--- src/rtl/dmem_port_arbiter_pkg.sv ---
// -----------------------------------------------------------------------------
// dmem_port_arbiter_pkg
//   Shared types and constants for the data-memory port arbiter.
//   - arb_state_e      : arbiter FSM state encoding (2 bits)
//   - SEL_R / SEL_W    : requester selection constants (read stage / write-back)
//   - starve_cnt_width : width of the saturating starvation counter
// -----------------------------------------------------------------------------
package dmem_port_arbiter_pkg;

  typedef enum logic [1:0] {
    IDLE     = 2'd0,  // request path live, nothing outstanding
    RD_WAIT  = 2'd1,  // read outstanding, response goes to the read stage
    WR_WAIT  = 2'd2,  // write outstanding, response acknowledged internally
    RD_DRAIN = 2'd3   // flushed read outstanding, response swallowed
  } arb_state_e;

  localparam logic SEL_R = 1'b0;
  localparam logic SEL_W = 1'b1;

  // Enough bits to hold the value starve_max itself.
  function automatic int starve_cnt_width(input int starve_max);
    return $clog2(starve_max + 1);
  endfunction

endpackage

--- src/rtl/dmem_req_select.sv ---
// -----------------------------------------------------------------------------
// dmem_req_select
//   Combinational requester selection for the shared dcache port.
//   Ports:
//     rd_elig_i    - read request present and not being flushed
//     wr_valid_i   - write request present
//     starve_cnt_i - consecutive write grants taken while a read waited
//     hold_valid_i - previous cycle stalled a request on dmem_ready
//     hold_sel_i   - selection that stalled
//     sel_o        - SEL_R or SEL_W
// -----------------------------------------------------------------------------
module dmem_req_select
  import dmem_port_arbiter_pkg::*;
#(
  parameter int STARVE_MAX = 4,
  parameter int CNTW       = starve_cnt_width(STARVE_MAX)
) (
  input  logic            rd_elig_i,
  input  logic            wr_valid_i,
  input  logic [CNTW-1:0] starve_cnt_i,
  input  logic            hold_valid_i,
  input  logic            hold_sel_i,
  output logic            sel_o
);

  localparam logic [CNTW-1:0] STARVE_LIM = CNTW'(STARVE_MAX);

  always_comb begin
    // NOTE: assigning a default before any branch guarantees every path drives
    // sel_o, so no latch is inferred.
    sel_o = SEL_W;
    if (hold_valid_i && (hold_sel_i == SEL_W)) begin
      // A stalled write keeps the port until the dcache takes it.
      sel_o = SEL_W;
    end else if (hold_valid_i && (hold_sel_i == SEL_R) && rd_elig_i) begin
      // A stalled read keeps the port only while it is still eligible;
      // otherwise it falls through to normal arbitration.
      sel_o = SEL_R;
    end else if (rd_elig_i && (!wr_valid_i || (starve_cnt_i == STARVE_LIM))) begin
      // Writes normally win; the read wins when alone or when starved.
      sel_o = SEL_R;
    end
  end

endmodule

--- src/rtl/dmem_port_arbiter.sv ---
// -----------------------------------------------------------------------------
// dmem_port_arbiter
//   Shares one dcache port between the memory-read stage (loads) and the
//   write-back stage (stores), with at most one transaction outstanding.
//   Ports:
//     clk, reset           - clock, synchronous active-high reset
//     flush                - pipeline flush; kills in-flight / pending reads
//     rmem_*               - read request in, read response out
//     wmem_*               - write request in, wmem_done completion pulse out
//     dmem_*               - request out to / response in from the dcache
// -----------------------------------------------------------------------------
module dmem_port_arbiter
  import dmem_port_arbiter_pkg::*;
#(
  parameter int DDATAW     = 64,
  parameter int DSIZEW     = 4,
  parameter int DADDRW     = 32,
  parameter int STARVE_MAX = 4
) (
  input  logic              clk,
  input  logic              reset,
  input  logic              flush,
  // read stage
  input  logic              rmem_valid,
  output logic              rmem_ready,
  input  logic [DADDRW-1:0] rmem_address,
  output logic              rmem_dp_valid,
  input  logic              rmem_dp_ready,
  output logic [DDATAW-1:0] rmem_dp_read_data,
  // write-back stage
  input  logic              wmem_valid,
  output logic              wmem_ready,
  input  logic [DADDRW-1:0] wmem_address,
  input  logic [DDATAW-1:0] wmem_wr_data,
  input  logic [DSIZEW-1:0] wmem_wr_size,
  output logic              wmem_done,
  // dcache
  output logic              dmem_valid,
  input  logic              dmem_ready,
  output logic [DADDRW-1:0] dmem_address,
  output logic              dmem_wr_en,
  output logic [DDATAW-1:0] dmem_wr_data,
  output logic [DSIZEW-1:0] dmem_wr_size,
  input  logic              dmem_dp_valid,
  output logic              dmem_dp_ready,
  input  logic [DDATAW-1:0] dmem_dp_read_data
);

  localparam int              CNTW       = starve_cnt_width(STARVE_MAX);
  localparam logic [CNTW-1:0] STARVE_LIM = CNTW'(STARVE_MAX);

  arb_state_e      state_q, state_d;
  logic [CNTW-1:0] starve_cnt_q, starve_cnt_d;
  logic            hold_q, hold_d;
  logic            hold_sel_q, hold_sel_d;

  logic            sel;
  logic            req_live;
  logic            rd_elig;
  logic            sel_valid;
  logic            rd_acc;
  logic            wr_acc;

  assign req_live = (state_q == IDLE);
  assign rd_elig  = rmem_valid & ~flush;

  dmem_req_select #(
    .STARVE_MAX (STARVE_MAX),
    .CNTW       (CNTW)
  ) u_req_select (
    .rd_elig_i    (rd_elig),
    .wr_valid_i   (wmem_valid),
    .starve_cnt_i (starve_cnt_q),
    .hold_valid_i (hold_q),
    .hold_sel_i   (hold_sel_q),
    .sel_o        (sel)
  );

  // Request path: only live in IDLE. Address/data are zeroed when nothing is
  // being presented so idle outputs are clean.
  always_comb begin
    sel_valid    = (sel == SEL_W) ? wmem_valid : rd_elig;
    dmem_valid   = req_live & sel_valid;
    dmem_wr_en   = dmem_valid & (sel == SEL_W);
    dmem_address = '0;
    if (dmem_valid) begin
      dmem_address = (sel == SEL_W) ? wmem_address : rmem_address;
    end
    dmem_wr_data = dmem_wr_en ? wmem_wr_data : '0;
    dmem_wr_size = dmem_wr_en ? wmem_wr_size : '0;
    rmem_ready   = req_live & (sel == SEL_R) & dmem_ready;
    wmem_ready   = req_live & (sel == SEL_W) & dmem_ready;
  end

  assign rd_acc = rmem_ready & rd_elig;
  assign wr_acc = wmem_ready & wmem_valid;

  // Starvation counter and grant-hold bookkeeping.
  always_comb begin
    starve_cnt_d = starve_cnt_q;
    if (rd_acc) begin
      starve_cnt_d = '0;
    end else if (wr_acc && rmem_valid && (starve_cnt_q != STARVE_LIM)) begin
      starve_cnt_d = starve_cnt_q + CNTW'(1);
    end
    hold_d     = dmem_valid & ~dmem_ready;
    hold_sel_d = sel;
  end

  // FSM next state and response-path outputs.
  always_comb begin
    state_d       = state_q;
    dmem_dp_ready = 1'b0;
    rmem_dp_valid = 1'b0;
    wmem_done     = 1'b0;
    unique case (state_q)
      IDLE: begin
        if (rd_acc) begin
          state_d = RD_WAIT;
        end else if (wr_acc) begin
          state_d = WR_WAIT;
        end
      end
      RD_WAIT: begin
        // On flush the response is swallowed here or, if not yet arrived,
        // later in RD_DRAIN.
        dmem_dp_ready = flush | rmem_dp_ready;
        rmem_dp_valid = dmem_dp_valid & ~flush;
        if (flush) begin
          state_d = dmem_dp_valid ? IDLE : RD_DRAIN;
        end else if (dmem_dp_valid && rmem_dp_ready) begin
          state_d = IDLE;
        end
      end
      WR_WAIT: begin
        dmem_dp_ready = 1'b1;
        wmem_done     = dmem_dp_valid;
        if (dmem_dp_valid) begin
          state_d = IDLE;
        end
      end
      RD_DRAIN: begin
        dmem_dp_ready = 1'b1;
        if (dmem_dp_valid) begin
          state_d = IDLE;
        end
      end
      default: state_d = IDLE;
    endcase
  end

  assign rmem_dp_read_data = dmem_dp_read_data;

  always_ff @(posedge clk) begin
    // NOTE: non-blocking assignments so every register samples the values
    // from before the edge, independent of statement order.
    if (reset) begin
      state_q      <= IDLE;
      starve_cnt_q <= '0;
      hold_q       <= 1'b0;
      hold_sel_q   <= SEL_R;
    end else begin
      state_q      <= state_d;
      starve_cnt_q <= starve_cnt_d;
      hold_q       <= hold_d;
      hold_sel_q   <= hold_sel_d;
    end
  end

endmodule

--- config.mk ---
export PLATFORM = sky130hd
export DESIGN_NAME = dmem_port_arbiter
export DESIGN_NICKNAME = d
export VERILOG_FILES = /design/src/rtl/dmem_port_arbiter_pkg.sv /design/src/rtl/dmem_req_select.sv /design/src/rtl/dmem_port_arbiter.sv
export SDC_FILE = /design/constraint.sdc
export NUM_CORES = 1
export LEC_CHECK = 0
export BUFFER_PORTS_ARGS = -buffer_cell sky130_fd_sc_hd__buf_2
export CAP_MARGIN = 20
export CORE_AREA = 2 2 144 146
export DETAILED_ROUTE_END_ITERATION = 12
export DIE_AREA = 0 0 146 148
export PLACE_DENSITY = 0.49
export SYNTH_ARGS = -nofsm -noshare
export SYNTH_HDL_FRONTEND = slang
export SYNTH_SLANG_ARGS = --single-unit
--- constraint.sdc ---
create_clock -name clk -period 2 [get_ports clk]
set_input_delay 0.4 -clock clk [delete_from_list [all_inputs] [get_ports clk]]
set_output_delay 0.4 -clock clk [all_outputs]
set_load 0.03 [all_outputs]
# Word level (Yosys, flattened, before mapping)
# Cells that the tools add are included.
[op_classes]
add_sub_neg = 1
bitwise_logic = 16
n_eq_ne = 8
n_reduce_logical = 13
mux = 18
[ops]
columns = ["op", "n"]
rows = [
  ["two-way mux 32 bit", 2],
  ["two-way mux 64 bit", 1],
  ["two-way mux 2 bit", 6],
  ["AND 1 bit", 11],
  ["logical AND 1 bit", 7],
  ["two-way mux 1 bit", 6],
  ["inequality test 3 bit, second input constant", 2],
  ["one-hot mux 2 bit (3 select lines)", 1],
  ["equality test 2 bit, second input constant", 2],
  ["two-way mux 4 bit", 1],
  ["NOT 1 bit", 4],
  ["OR reduction 2 bit", 2],
  ["adder 3 x 1 -> 3 bit, second input constant", 1],
  ["equality test 3 bit, second input constant", 1],
  ["inequality test 3 x 1 -> 1 bit, second input constant", 1],
  ["AND reduction 3 bit", 1],
  ["equality test 2 x 1 -> 1 bit, second input constant", 1],
  ["zero test 2 bit", 1],
  ["inequality test 2 x 1 -> 1 bit, second input constant", 1],
  ["one-hot mux 1 bit (2 select lines)", 1],
  ["zero test 1 bit", 1],
  ["logical OR 1 bit", 1],
  ["bitwise OR 1 bit", 1],
]
[totals]
output_inout_bits = 171
ff_bits = 7

# Depth between registers and ports, before layout
# Gate-level depths: netlist of run 1.
[logic_depth]
word_depth = 12
depth_mapped = 8

# By module
# A second synthesis of run 1 with hierarchy kept.
[hier_totals]
cells_unflattened = 264
hier_area_um2 = 1868.0
[by_module_without_submodules]
columns = ["module", "cells_per_inst", "instances", "area_each_um2"]
rows = [
  ["dmem_port_arbiter", 260, 1, 1844.3],
  ["dmem_req_select", 4, 1, 23.8],
]

# Least setup slack after synthesis of run 1
# Ideal clock, no wire load.
[synth_path]
path_kind = "register to output"
start = "reg starve_cnt_q[0]"
end = "out dmem_address[22]"
required_time_ps = 1600
arrival_time_ps = 1983
stages_incl_launch_ff = 9
setup_slack_ps = -383
cell_sequence = "dfxtp_1 > inv_1 > ha_1 > a21boi_0 > a211o_1 > clkbuf_1 > buf_2 > nand2_1 > a21oi_1"
[synth_via]
elab_chain_cells = 9
elab_cells_between_ends = 10
classes_between = "1 x eq/ne; 6 x mux; 1 x bitwise; 2 x reduce/logical"
[synth_rtl]
columns = ["item", "line", "text"]
rows = [
  ["start, declared", "dmem_port_arbiter.sv:53", "logic [CNTW-1:0] starve_cnt_q, starve_cnt_d;"],
  ["start signal, assigned", "dmem_port_arbiter.sv:164", "starve_cnt_q <= starve_cnt_d;"],
  ["equality test 3 bit *", "dmem_req_select.sv:39", "end else if (rd_elig_i && (!wr_valid_i || (starve_cnt_i == STARVE_LIM))) begin"],
  ["logical OR 1 bit *", "dmem_req_select.sv:39", ""],
  ["logical AND 1 bit *", "dmem_req_select.sv:39", ""],
  ["two-way mux 1 bit *", "dmem_req_select.sv:39", ""],
  ["two-way mux 1 bit *", "dmem_req_select.sv:35", "end else if (hold_valid_i && (hold_sel_i == SEL_R) && rd_elig_i) begin"],
  ["two-way mux 1 bit *", "dmem_req_select.sv:32", "if (hold_valid_i && (hold_sel_i == SEL_W)) begin"],
  ["two-way mux 1 bit", "dmem_port_arbiter.sv:82", "sel_valid = (sel == SEL_W) ? wmem_valid : rd_elig;"],
  ["AND 1 bit", "dmem_port_arbiter.sv:83", "dmem_valid = req_live & sel_valid;"],
  ["two-way mux 32 bit *", "dmem_port_arbiter.sv:86", "if (dmem_valid) begin"],
  ["end, declared", "dmem_port_arbiter.sv:40", "output logic [DADDRW-1:0] dmem_address,"],
]
# Mark *: on every way between the ends. The rest lies on a longest branch, timed or not.

# Worst setup path in the final report of run 1
[layout_path]
start = "reg starve_cnt_q[1]"
end = "out dmem_wr_data[31]"
[layout_via]
elab_chain_cells = 10
[layout_rtl]
columns = ["item", "line", "text"]
rows = [
  ["equality test 3 bit *", "dmem_req_select.sv:39", ""],
  ["logical OR 1 bit *", "dmem_req_select.sv:39", ""],
  ["logical AND 1 bit *", "dmem_req_select.sv:39", ""],
  ["two-way mux 1 bit *", "dmem_req_select.sv:39", ""],
  ["two-way mux 1 bit *", "dmem_req_select.sv:35", ""],
  ["two-way mux 1 bit *", "dmem_req_select.sv:32", ""],
  ["two-way mux 1 bit", "dmem_port_arbiter.sv:82", ""],
  ["AND 1 bit", "dmem_port_arbiter.sv:83", ""],
  ["AND 1 bit *", "dmem_port_arbiter.sv:84", "dmem_wr_en = dmem_valid & (sel == SEL_W);"],
  ["two-way mux 64 bit *", "dmem_port_arbiter.sv:89", "dmem_wr_data = dmem_wr_en ? wmem_wr_data : '0;"],
  ["end, declared", "dmem_port_arbiter.sv:42", "output logic [DDATAW-1:0] dmem_wr_data,"],
]
# Marks and branches as above.

==> results.md, run 1 <==
- Syn_nets: 511
- Synth top cells by count: 68 x and2_1, 68 x nand2_1, 65 x buf_4
- Post-layout min period: 2470 ps
- Vias in the first global route: approximately 3,000
- Worst reg-to-reg path cell count: 9
- Die area: 21,600 µm²
- Top_reg_cell synth: dfxtp_1
- Violated checks: setup timing
- CP endpoint kind: output port
- #FFs+latches synth: 7
- Core footprint: 20,000 µm²
- Syn_area_per_cell: 6.14 µm²
- Routed vias: 2,890
- Pre-Repair DR Iteration Count: 4
- Cells after DPL: 769
- Design area: about 4900 µm²
- Final Power: 2.66 mW
- Layout cells sized above 1: 84.4%
- Final Hold Fails: 0
- Max_cap viols: 0
- Max-slew headroom: 75.6%
- Initial antenna violation count: 1
- Critical Path RT: 1600 ps
- Mapped Cells: 305
- Register area: 143 µm²
- Critical path destination: dmem_wr_data[31]
- RSZ-0062 raised after global routing: yes
- Sequential power share: 5.9%
- Seq/Total Area, Yosys: 7.48%
- Part of the power in the clock network: between 10% and 20%
- Synth cell types: 37
- Worst path arrival time: roughly 2100 ps
- H-tree levels: 1
- Switch Pwr: 1.22 mW
- Fill cell count: 2,221
- GP Congestion: approximately 0.7
- Pleak: 2.33 nW
- Layout area overhead: 160%
- Die W: 146 µm
- Async SR Flop Fraction: 0%
- Die Height: around 150 µm
- Drt via density: 3.65
- CTS buffer count: 3
- Final setup viols: 103
- Pins Over Slew Limit: 0
- FF-to-FF End: hold_sel_q$_SDFF_PP0_
- Global route overflow: 0
- Clock skew: 1.87 ps
- Switching part of the total: between 40% and 50%
- Max FO, Critical Path: 16
- Multi-input logic area: 1820 µm²
- Fin nets: 727
- Initial DRC Count: 44
- Site Rows: between 50 and 60
- I/O pins: 375
- Reg2Reg Launch Point: starve_cnt_q[1]$_SDFFE_PP0P_
- Crit. Startpoint: starve_cnt_q[1]$_SDFFE_PP0P_
- Setup_tns: -41,270 ps
- Initial core utilization: 9.35%
- Cell Area, Synth: 1870 µm²
- Layout Cells excl Fill: ~790
- Max frequency: 405 MHz
- Hpwl dp: 10,300 µm
- Post-synth EDFFs: 0
- Gate power share: 80.9%
- Clock latency at the later pin of the worst-skew pair: about 240 ps
- Post-placement cell area: 3680 µm²
- Max clock buf depth: 2
- VDD IR max: 0.000226 V
- TritonCTS clock tree: yes
- Critical path type: reg -> out
- Reg-to-reg slack, setup: 410 ps
- Clock Pin Slew Worst Setup and Hold Paths: approximately 40 ps
- First-pass GRT wire length: 17,600 µm
- Final period utilization: 123%
- Post-synth top area cell: buf_4
- Worst Tran Pin Value: 363 ps
- Antenna Violating Nets Remaining: 0
- P per Cell Area: 546 nW/µm²
- GRT Total Usage: 10.7%
- Wirelength per Cell: 17.6 µm
- Hold Path Class: in -> reg
- Warnings, synthesis: 0
- Final setup margin: -470 ps
- Status: finished with violations
- Pint: 1.43 mW
- Port bufs: 246
- Total wire length: 13,900 µm
- Synth top area share: a little over a quarter
- Clk sinks: 7
- CTS root buf: clkbuf_16
- Remaining DRCs: 0
- Crit path launch type: flop
- Pin count of the biggest net entering global routing: 34
- Area contributors post-synth: buf_4 26%, and2_1 23%, nand2_1 14%
[final cells by class]
class	instances	share of cell area, %
Antenna cell	1	0.0514
Clock buffer	3	1.54
Clock inverter	1	0.103
Inverter	4	0.309
Multi-Input combinational cell	214	37.4
Sequential cell	7	2.93
Tap cell	270	6.94
Timing Repair Buffer	291	50.7
[how the worst min path moves through the flow]
stage	startpoint	to	slack, ps	cells past startpoint
finish	reset	hold_sel_q$_SDFF_PP0_	420	2
global placement	starve_cnt_q[1]$_SDFFE_PP0P_	starve_cnt_q[1]$_SDFFE_PP0P_	560	2
detailed placement	starve_cnt_q[1]$_SDFFE_PP0P_	starve_cnt_q[1]$_SDFFE_PP0P_	570	2
floorplan	starve_cnt_q[1]$_SDFFE_PP0P_	starve_cnt_q[1]$_SDFFE_PP0P_	460	1
CTS	reset	hold_sel_q$_SDFF_PP0_	430	2
global route	reset	hold_sel_q$_SDFF_PP0_	440	2
[flip-flops by register name, summed over array words and instances (netlist names)]
register      flops
hold_q            1
hold_sel_q        1
state_q           2
starve_cnt_q      3
[cell families (layout without fill, tap and decap cells)]
family / Yosys count / in the layout / synth area share (%)
other: 0 / 1 / 0
and+or+nand+nor: 157 / 158 / 42.7
DFF: 7 / 7 / 7.48
buffers and inverters: 85 / 299 / 31.0
muxes: 1 / 1 / 0.601
adders and majority gates: 2 / 2 / 1.34
AOI/OAI and AO/OA: 53 / 53 / 16.9
[cell usage in the layout (no fill, tap or decap), types with 2 or more instances in the layout]
cell type	instances
a21o_1	2
a21oi_1	3
a21oi_2	3
a21oi_4	29
and2_2	10
and2_4	59
buf_12	7
buf_16	3
buf_2	142
buf_4	28
buf_6	105
clkbuf_16	8
dfxtp_1	5
dfxtp_2	2
inv_2	3
nand2_1	39
nand2_2	24
nand2_4	4
nand2_8	2
nand3b_1	2
nor2_1	5
nor3_1	5
o21ai_0	4
[per-stage QoR]
stage | worst slack (ps) | hold WS, ps | utilization [%]
after CTS | -497 | 429 | 22.4
after global placement | -351 | 561 | 18.4
final | -470 | 425 | 24.3
after global routing | -534 | 436 | 24.3
after floorplan | -155 | 462 | -
after detailed placement | -370 | 568 | 18.4
[power groups by stage]
stage	logic (mW)	clock network [mW]	registers (mW)
after floorplan	1.30	0	0.162
after global placement	1.61	0	0.158
after CTS	1.97	0.355	0.156
after detailed placement	1.62	0	0.158
final	2.15	0.352	0.156
after global routing	2.26	0.366	0.157
[what timing repair did]
action | in CTS | in global routing
endpoints found under the hold margin | 0 | 0
setup endpoints to repair | 104 | 104
resized for setup | 192 | 82
hold buffers | 0 | 0
gates cloned | 3 | 9
pin swaps | 2 | 17
buffers inserted | 4 | 2
[per-layer routing]
| layer | wire length, µm | vias up | global-route usage (%) | share of wire, % |
|---|---|---|---|---|
| met5 | 0 | - | 0 | 0 |
| met4 | 351 | 0 | 3.45 | 2.5 |
| met3 | 1130 | 29 | 2.78 | 8.1 |
| met2 | 7320 | 211 | 19.9 | 53 |
| met1 | 5100 | 1302 | 11.9 | 37 |
| li1 | - | 1348 | - | - |
[critical path, cell delays in order (launching register included)]
cell      delay [ps]
dfxtp_2          330
inv_2             40
ha_4             150
a21bo_1          170
or3_4            350
a21boi_4         180
buf_12           170
buf_16           150
and2_2           150
buf_6            130
No activity file was read; power rests on OpenSTA's default activity.
==> run 2: changes to the inputs <==
--- a/config.mk
+++ b/config.mk
@@ -6,11 +6,11 @@
 export NUM_CORES = 1
 export LEC_CHECK = 0
 export BUFFER_PORTS_ARGS = -buffer_cell sky130_fd_sc_hd__buf_2
-export CAP_MARGIN = 20
+export CAP_MARGIN = 5
 export CORE_AREA = 2 2 144 146
 export DETAILED_ROUTE_END_ITERATION = 12
 export DIE_AREA = 0 0 146 148
-export PLACE_DENSITY = 0.49
+export PLACE_DENSITY_LB_ADDON = 0.08
 export SYNTH_ARGS = -nofsm -noshare
 export SYNTH_HDL_FRONTEND = slang
 export SYNTH_SLANG_ARGS = --single-unit
==> run 2 against run 1 <==
  * Largest cell class unchanged
  * Register-to-register slack worse by 180 ps
  * First-iteration DRC count down 48%
  * Routed wire length down 8.0%
  * Sequential power about the same
  * Maximum frequency down 0.61%
  * Total power down 0.30%
  * Worst hold slack better by 22 ps
  * Die area unchanged
  * Largest power group unchanged
  * Flip-flop and latch count unchanged
  * Highest routed layer unchanged
  * The flow still finishes with violations (setup timing)
==> results.md, run 2 (synthesis results as in run 1) <==
- Antenna Violating Nets Remaining: 0
- Hold_ws: 447 ps
- I/O pins: about 380
- Routed vias: roughly 2,900
- GP Congestion: 0.790
- Die area: approximately 22,000 µm²
- Final period utilization: 124%
- Vias in the first global route: 3,189
- Drt via density: between 3 and 4
- Max clock buf depth: 2
- Pre-CTS setup slack: -404 ps
- Die Height: 148 µm
- Final core occ: between 20% and 30%
- Clk sinks: 7
- Crit path launch type: flop
- Port bufs: 246
- Worst path top cell family by delay: simple AND/OR/NAND/NOR gates
- Site Rows: 52
- Layout area overhead: 165%
- Remaining DRCs: 0
- Post-layout min period: 2480 ps
- CP endpoint kind: output port
- Clock skew: between 1 and 1.5 ps
- Initial core utilization: 9.35%
- Initial antenna violation count: 0
- Top reg by flops: starve_cnt_q
- Design area: 4970 µm²
- H-tree levels: 1
- P per Cell Area: ~530 nW/µm²
- Layout cells sized above 1: 84.7%
- Clock Pin Slew Worst Setup and Hold Paths: about 40 ps
- Critical path type: reg -> out
- Max frequency: roughly 400 MHz
- CTS root buf: clkbuf_16
- Commonest non-fill, non-tap cell in the layout: buf_2
- Violated checks: setup timing
- TritonCTS clock tree: yes
- Final Hold Fails: 0
- Final setup margin: -485 ps
- Top Registers: starve_cnt_q (3), state_q (2)
- Max reg flops: 3
- RSZ-0062 raised after global routing: yes
- Final setup viols: 103
- First-pass GRT wire length: 18,500 µm
- Initial DRC Count: 23
- Max_cap viols: 0
- Status: finished with violations
- Pleak: 2.39 nW
- Clock latency at the later pin of the worst-skew pair: 230 ps
- Pre-Repair DR Iteration Count: 3
- Fin nets: 725
- Most frequent cells in the layout: 142 x buf_2, 110 x buf_6, 57 x and2_4, 36 x nand2_1, 29 x a21oi_4
- Ant diodes: 0
- Global route overflow: 0
- Core footprint: 20,000 µm²
- Post-placement cell area: 3620 µm²
- Max-slew headroom: roughly 72%
- Pins Over Slew Limit: 0
- Hold Path Class: in -> reg
- Worst path arrival time: 2080 ps
- # hold bufs at CTS: 0
- VDD IR max: 0.000234 V
- Max FO, Critical Path: 18
- CTS buffer count: 3
- CP Buf/Inv Count: 4
- CP dominant cell by count: buf_6
- Die W: 146 µm
- Critical Path RT: approximately 1600 ps
- Hpwl dp: 9200 µm
- GRT Total Usage: 11.1%
- Worst-path cell chain: inv_2 -> ha_4 -> a21bo_1 -> or3_4 -> a21boi_4 -> buf_6 -> buf_12 -> and2_2 -> buf_6
- Pin count of the biggest net entering global routing: 19
- Crit-path slowest cell: or3_4
- Total wire length: 12,800 µm
- Worst Tran Pin Value: around 400 ps
- Max incr delay on CP: 390 ps
- Wirelength per Cell: 16.2 µm
[run 2: changes by cell type in the layout (fill, tap and decap cells not counted), moves of 3 or more]
cell and change:
nand2_1 -3, clkbuf_16 -3, buf_16 +5, buf_4 -8, buf_6 +5, nand2_2 -4
nand2_4 +7
[run 2: worst reg2reg max path, delay by kind of cell (launching register included)]
family          cells  cell delay [ps]
buf+inv             8              900
flops               1              310
compound gates      2              290
fa+ha+maj           1              130
simple gates        1               30
[run 2: repair_timing]
item	CTS	global route
pin swaps	4	6
endpoints found under the setup margin	104	104
resized for setup	261	23
buffers inserted	12	2
gates cloned	10	2
[run 2: area by class of cell]
type	instances	area, µm²
fillers	2247	15100
multi-input cells	213	1860
flip-flops and latches	7	143
clock buffers	4	78.8
repair buffers	290	2540
well taps	270	338
inverters	4	15.0
[run 2: metal layers]
layer,vias up,global-route usage [%],routed length (µm)
met1,1305,10.3,4130
met2,199,22.2,6960
met4,0,3.25,289
li1,1346,-,-
met3,28,4.23,1410
met5,-,0,0
[run 2: final timing paths]
kind | start | end | slack, ps | cells after the start
max reg2reg | starve_cnt_q[1]$_SDFFE_PP0P_ | hold_sel_q$_SDFF_PP0_ | 230 | 12
max | starve_cnt_q[1]$_SDFFE_PP0P_ | dmem_wr_data[46] | -480 | 9
min | reset | hold_sel_q$_SDFF_PP0_ | 450 | 2
min reg2reg | starve_cnt_q[1]$_SDFFE_PP0P_ | starve_cnt_q[1]$_SDFFE_PP0P_ | 580 | 2
[run 2: stage by stage]
step / power [mW] / std cells / TNS, ps
finish: 2.65 / 788 / -43920
global route: 2.78 / 788 / -52010
CTS: 2.63 / 787 / -45860
detailed placement: 1.72 / 761 / -32260
global placement: 1.72 / 761 / -31100
floorplan: 1.46 / 305 / -11600
[run 2: where the power goes]
part | internal [mW] | switching (mW) | total [mW]
Combinational | 1.03 | 1.11 | 2.14
Sequential | 0.151 | 0.00559 | 0.156
Clock | 0.266 | 0.0844 | 0.351
Total | 1.45 | 1.20 | 2.65
==> run 3: changes to the inputs <==
==> constraint.sdc (replaced) <==
create_clock -name clk -period 2 [get_ports clk]
set_input_delay 0.2 -clock clk [delete_from_list [all_inputs] [get_ports clk]]
set_output_delay 0.2 -clock clk [all_outputs]
set_load 0.03 [all_outputs]
==> run 3 against run 2 <==
  * Worst hold slack got worse by 190 ps
  * Global-route usage decreased by 0.60 points
  * Sequential power increased by 4%
  * Routed wire length decreased by 3.6%
  * First-iteration DRC count increased by 52%
  * Design area decreased by 4.8%
  * Flip-flop and latch count unchanged
  * The run still ends with setup timing left
  * Critical endpoint is now dmem_wr_size[3]
  * Largest power group unchanged
==> results.md, run 3 (synthesis results as in run 1) <==
- Max-slew headroom: 65.9%
- TritonCTS clock tree: yes
- H-tree levels: 1
- Clock Pin Slew Worst Setup and Hold Paths: about 40 ps
- Clock latency at the later pin of the worst-skew pair: between 200 and 250 ps
- Layout Cells excl Fill: 779
- Core footprint: 20,000 µm²
- Routed vias: ~2,800
- P per Cell Area: 523 nW/µm²
- Fin nets: 716
- Critical path type: reg -> out
- Pre-CTS setup slack: -167 ps
- Remaining DRCs: 0
- Initial DRC Count: 35
- Reg-to-reg slack, setup: 230 ps
- Sequential power share: 6.6%
- Post-layout min period: 2310 ps
- Most frequent cells in the layout: 147 x buf_2, 95 x buf_6, 41 x and2_2, 35 x nand2_1, 27 x a21oi_4
- Max reg flops: 3
- GP Congestion: between 0.8 and 0.9
- Part of the power in the clock network: 13.7%
- FF-to-FF End: starve_cnt_q[2]$_SDFFE_PP0P_
- Top Registers: starve_cnt_q (3), state_q (2)
- CTS buffer count: 3
- Hold path depth: 2
- Clock skew: 0.246 ps
- Die W: 146 µm
- Fill cell count: 2,259
- Pin count of the biggest net entering global routing: 35
- Final Hold Fails: 0
- Switch Pwr: 1.15 mW
- Switching part of the total: 46.6%
- Layout cells sized above 1: 84.5%
- Wirelength per Cell: 15.8 µm
- Status: finished with violations
- Clk sinks: 7
- Final Power: 2.48 mW
- Die area: 21,600 µm²
- Die Height: 148 µm
- Layout area overhead: 153%
- Commonest non-fill, non-tap cell in the layout: buf_2
- CP endpoint kind: output port
- Total wire length: between 10,000 and 15,000 µm
- I/O pins: roughly 380
- Ant diodes: 0
- GRT Total Usage: 10.5%
- Final setup viols: 102
- CTS root buf: clkbuf_16
- Initial core utilization: under 10%
- Pleak: about 2.4 nW
- VDD IR max: 0.000158 V
- Initial antenna violation count: 0
- Pre-Repair DR Iteration Count: 4
- # hold bufs at CTS: 0
- Antenna Violating Nets Remaining: 0
- Worst path arrival time: ~2100 ps
- RSZ-0062 raised after global routing: yes
- Hpwl dp: 9340 µm
- Max frequency: 434 MHz
- Max FO, Critical Path: 7
- Worst reg-to-reg path cell count: 8
- First-pass GRT wire length: between 15,000 and 20,000 µm
- Max clock buf depth: 2
- Worst Hold End: hold_sel_q$_SDFF_PP0_
- Top reg by flops: starve_cnt_q
- Final period utilization: 115%
- Pint: 1.32 mW
- Hold Path Class: in -> reg
- Violated checks: setup timing
- Vias in the first global route: approximately 3,100
- Global route overflow: 0
- Port bufs: 246
- Critical Path RT: 1800 ps
- Worst Tran Pin Value: 507 ps
- Pins Over Slew Limit: 0
- Final setup margin: -306 ps
- Hold path start: reset
- Cells after DPL: between 700 and 800
- Crit path launch type: flop
- Gate power share: about 80%
- Drt via density: around 3.6
- Site Rows: 52
- Reg2Reg Launch Point: hold_q$_SDFF_PP0_
- Max_cap viols: 0
- Setup_tns: -21,390 ps
run 3: changes by cell type in the layout (fill, tap and decap cells not counted), moves of 2 or more:
cell	delta
and2_4	-31
and2_2	+29
buf_6	-15
nand2_4	+11
nand2_2	-9
buf_2	+5
buf_4	+5
a21oi_2	+3
a21oi_4	-2
buf_12	-2
buf_16	-2
buf_8	+2
run 3: layout make-up:
type,instances,area (µm²),area share (%)
timing repair buffer,281,2310,48.9
multi-input combinational,213,1850,39.0
tap,270,338,7.13
sequential,7,143,3.01
clock buffer,4,78.8,1.66
inverter,4,15.0,0.317
run 3: power groups by stage:
stage	Clock, mW	Sequential [mW]	Combinational [mW]
after global routing	0.354	0.165	2.08
after global placement	0	0.165	1.45
final	0.340	0.163	1.97
after CTS	0.349	0.163	1.94
after floorplan	0	0.161	1.19
after detailed placement	0	0.165	1.45
run 3: timing repair:
| action | in CTS | in global routing |
|---|---|---|
| gates cloned | 7 | 2 |
| buffers inserted | 11 | 5 |
| pin swaps | 11 | 26 |
| setup endpoints to repair | 103 | 104 |
| resized for setup | 251 | 61 |
| endpoints found under the hold margin | 0 | 0 |
run 3: through the flow:
stage               instance area [µm²]  util (%)  hold WS [ps]
finish                             4740      23.6           257
global route                       4740      23.6           260
CTS                                4540      22.7           252
detailed placement                 3430      17.1           400
global placement                   3430      17.1           400
floorplan                          2250         -           272
run 3: how the worst max path moves through the flow:
stage | start | endpoint | depth (start not counted)
after floorplan | starve_cnt_q[0]$_SDFFE_PP0P_ | dmem_wr_data[47] | 8
after global placement | starve_cnt_q[0]$_SDFFE_PP0P_ | dmem_address[19] | 8
after detailed placement | starve_cnt_q[0]$_SDFFE_PP0P_ | dmem_wr_data[35] | 8
after CTS | starve_cnt_q[1]$_SDFFE_PP0P_ | dmem_wr_size[3] | 10
after global routing | starve_cnt_q[1]$_SDFFE_PP0P_ | dmem_wr_data[44] | 10
final | starve_cnt_q[0]$_SDFFE_PP0P_ | dmem_wr_size[3] | 10
run 3: layer usage:
metal / wire (µm) / global-route usage, % / part of all wire (%) / vias to the layer above
li1: - / - / - / 1328
met4: 143 / 2.86 / 1.2 / 0
met2: 6930 / 21.1 / 56 / 185
met1: 4050 / 10.2 / 33 / 1282
met3: 1200 / 3.27 / 9.8 / 16
met5: 0 / 0 / 0 / -
run 3: critical path, stage by stage, from the launching register on:
cell      delay, ps
dfxtp_2         320
inv_2            40
ha_4            160
a21bo_1         200
or3_4           350
a21boi_4        160
buf_6           140
buf_12          110
buf_16          120
and2_1          140
buf_6           130
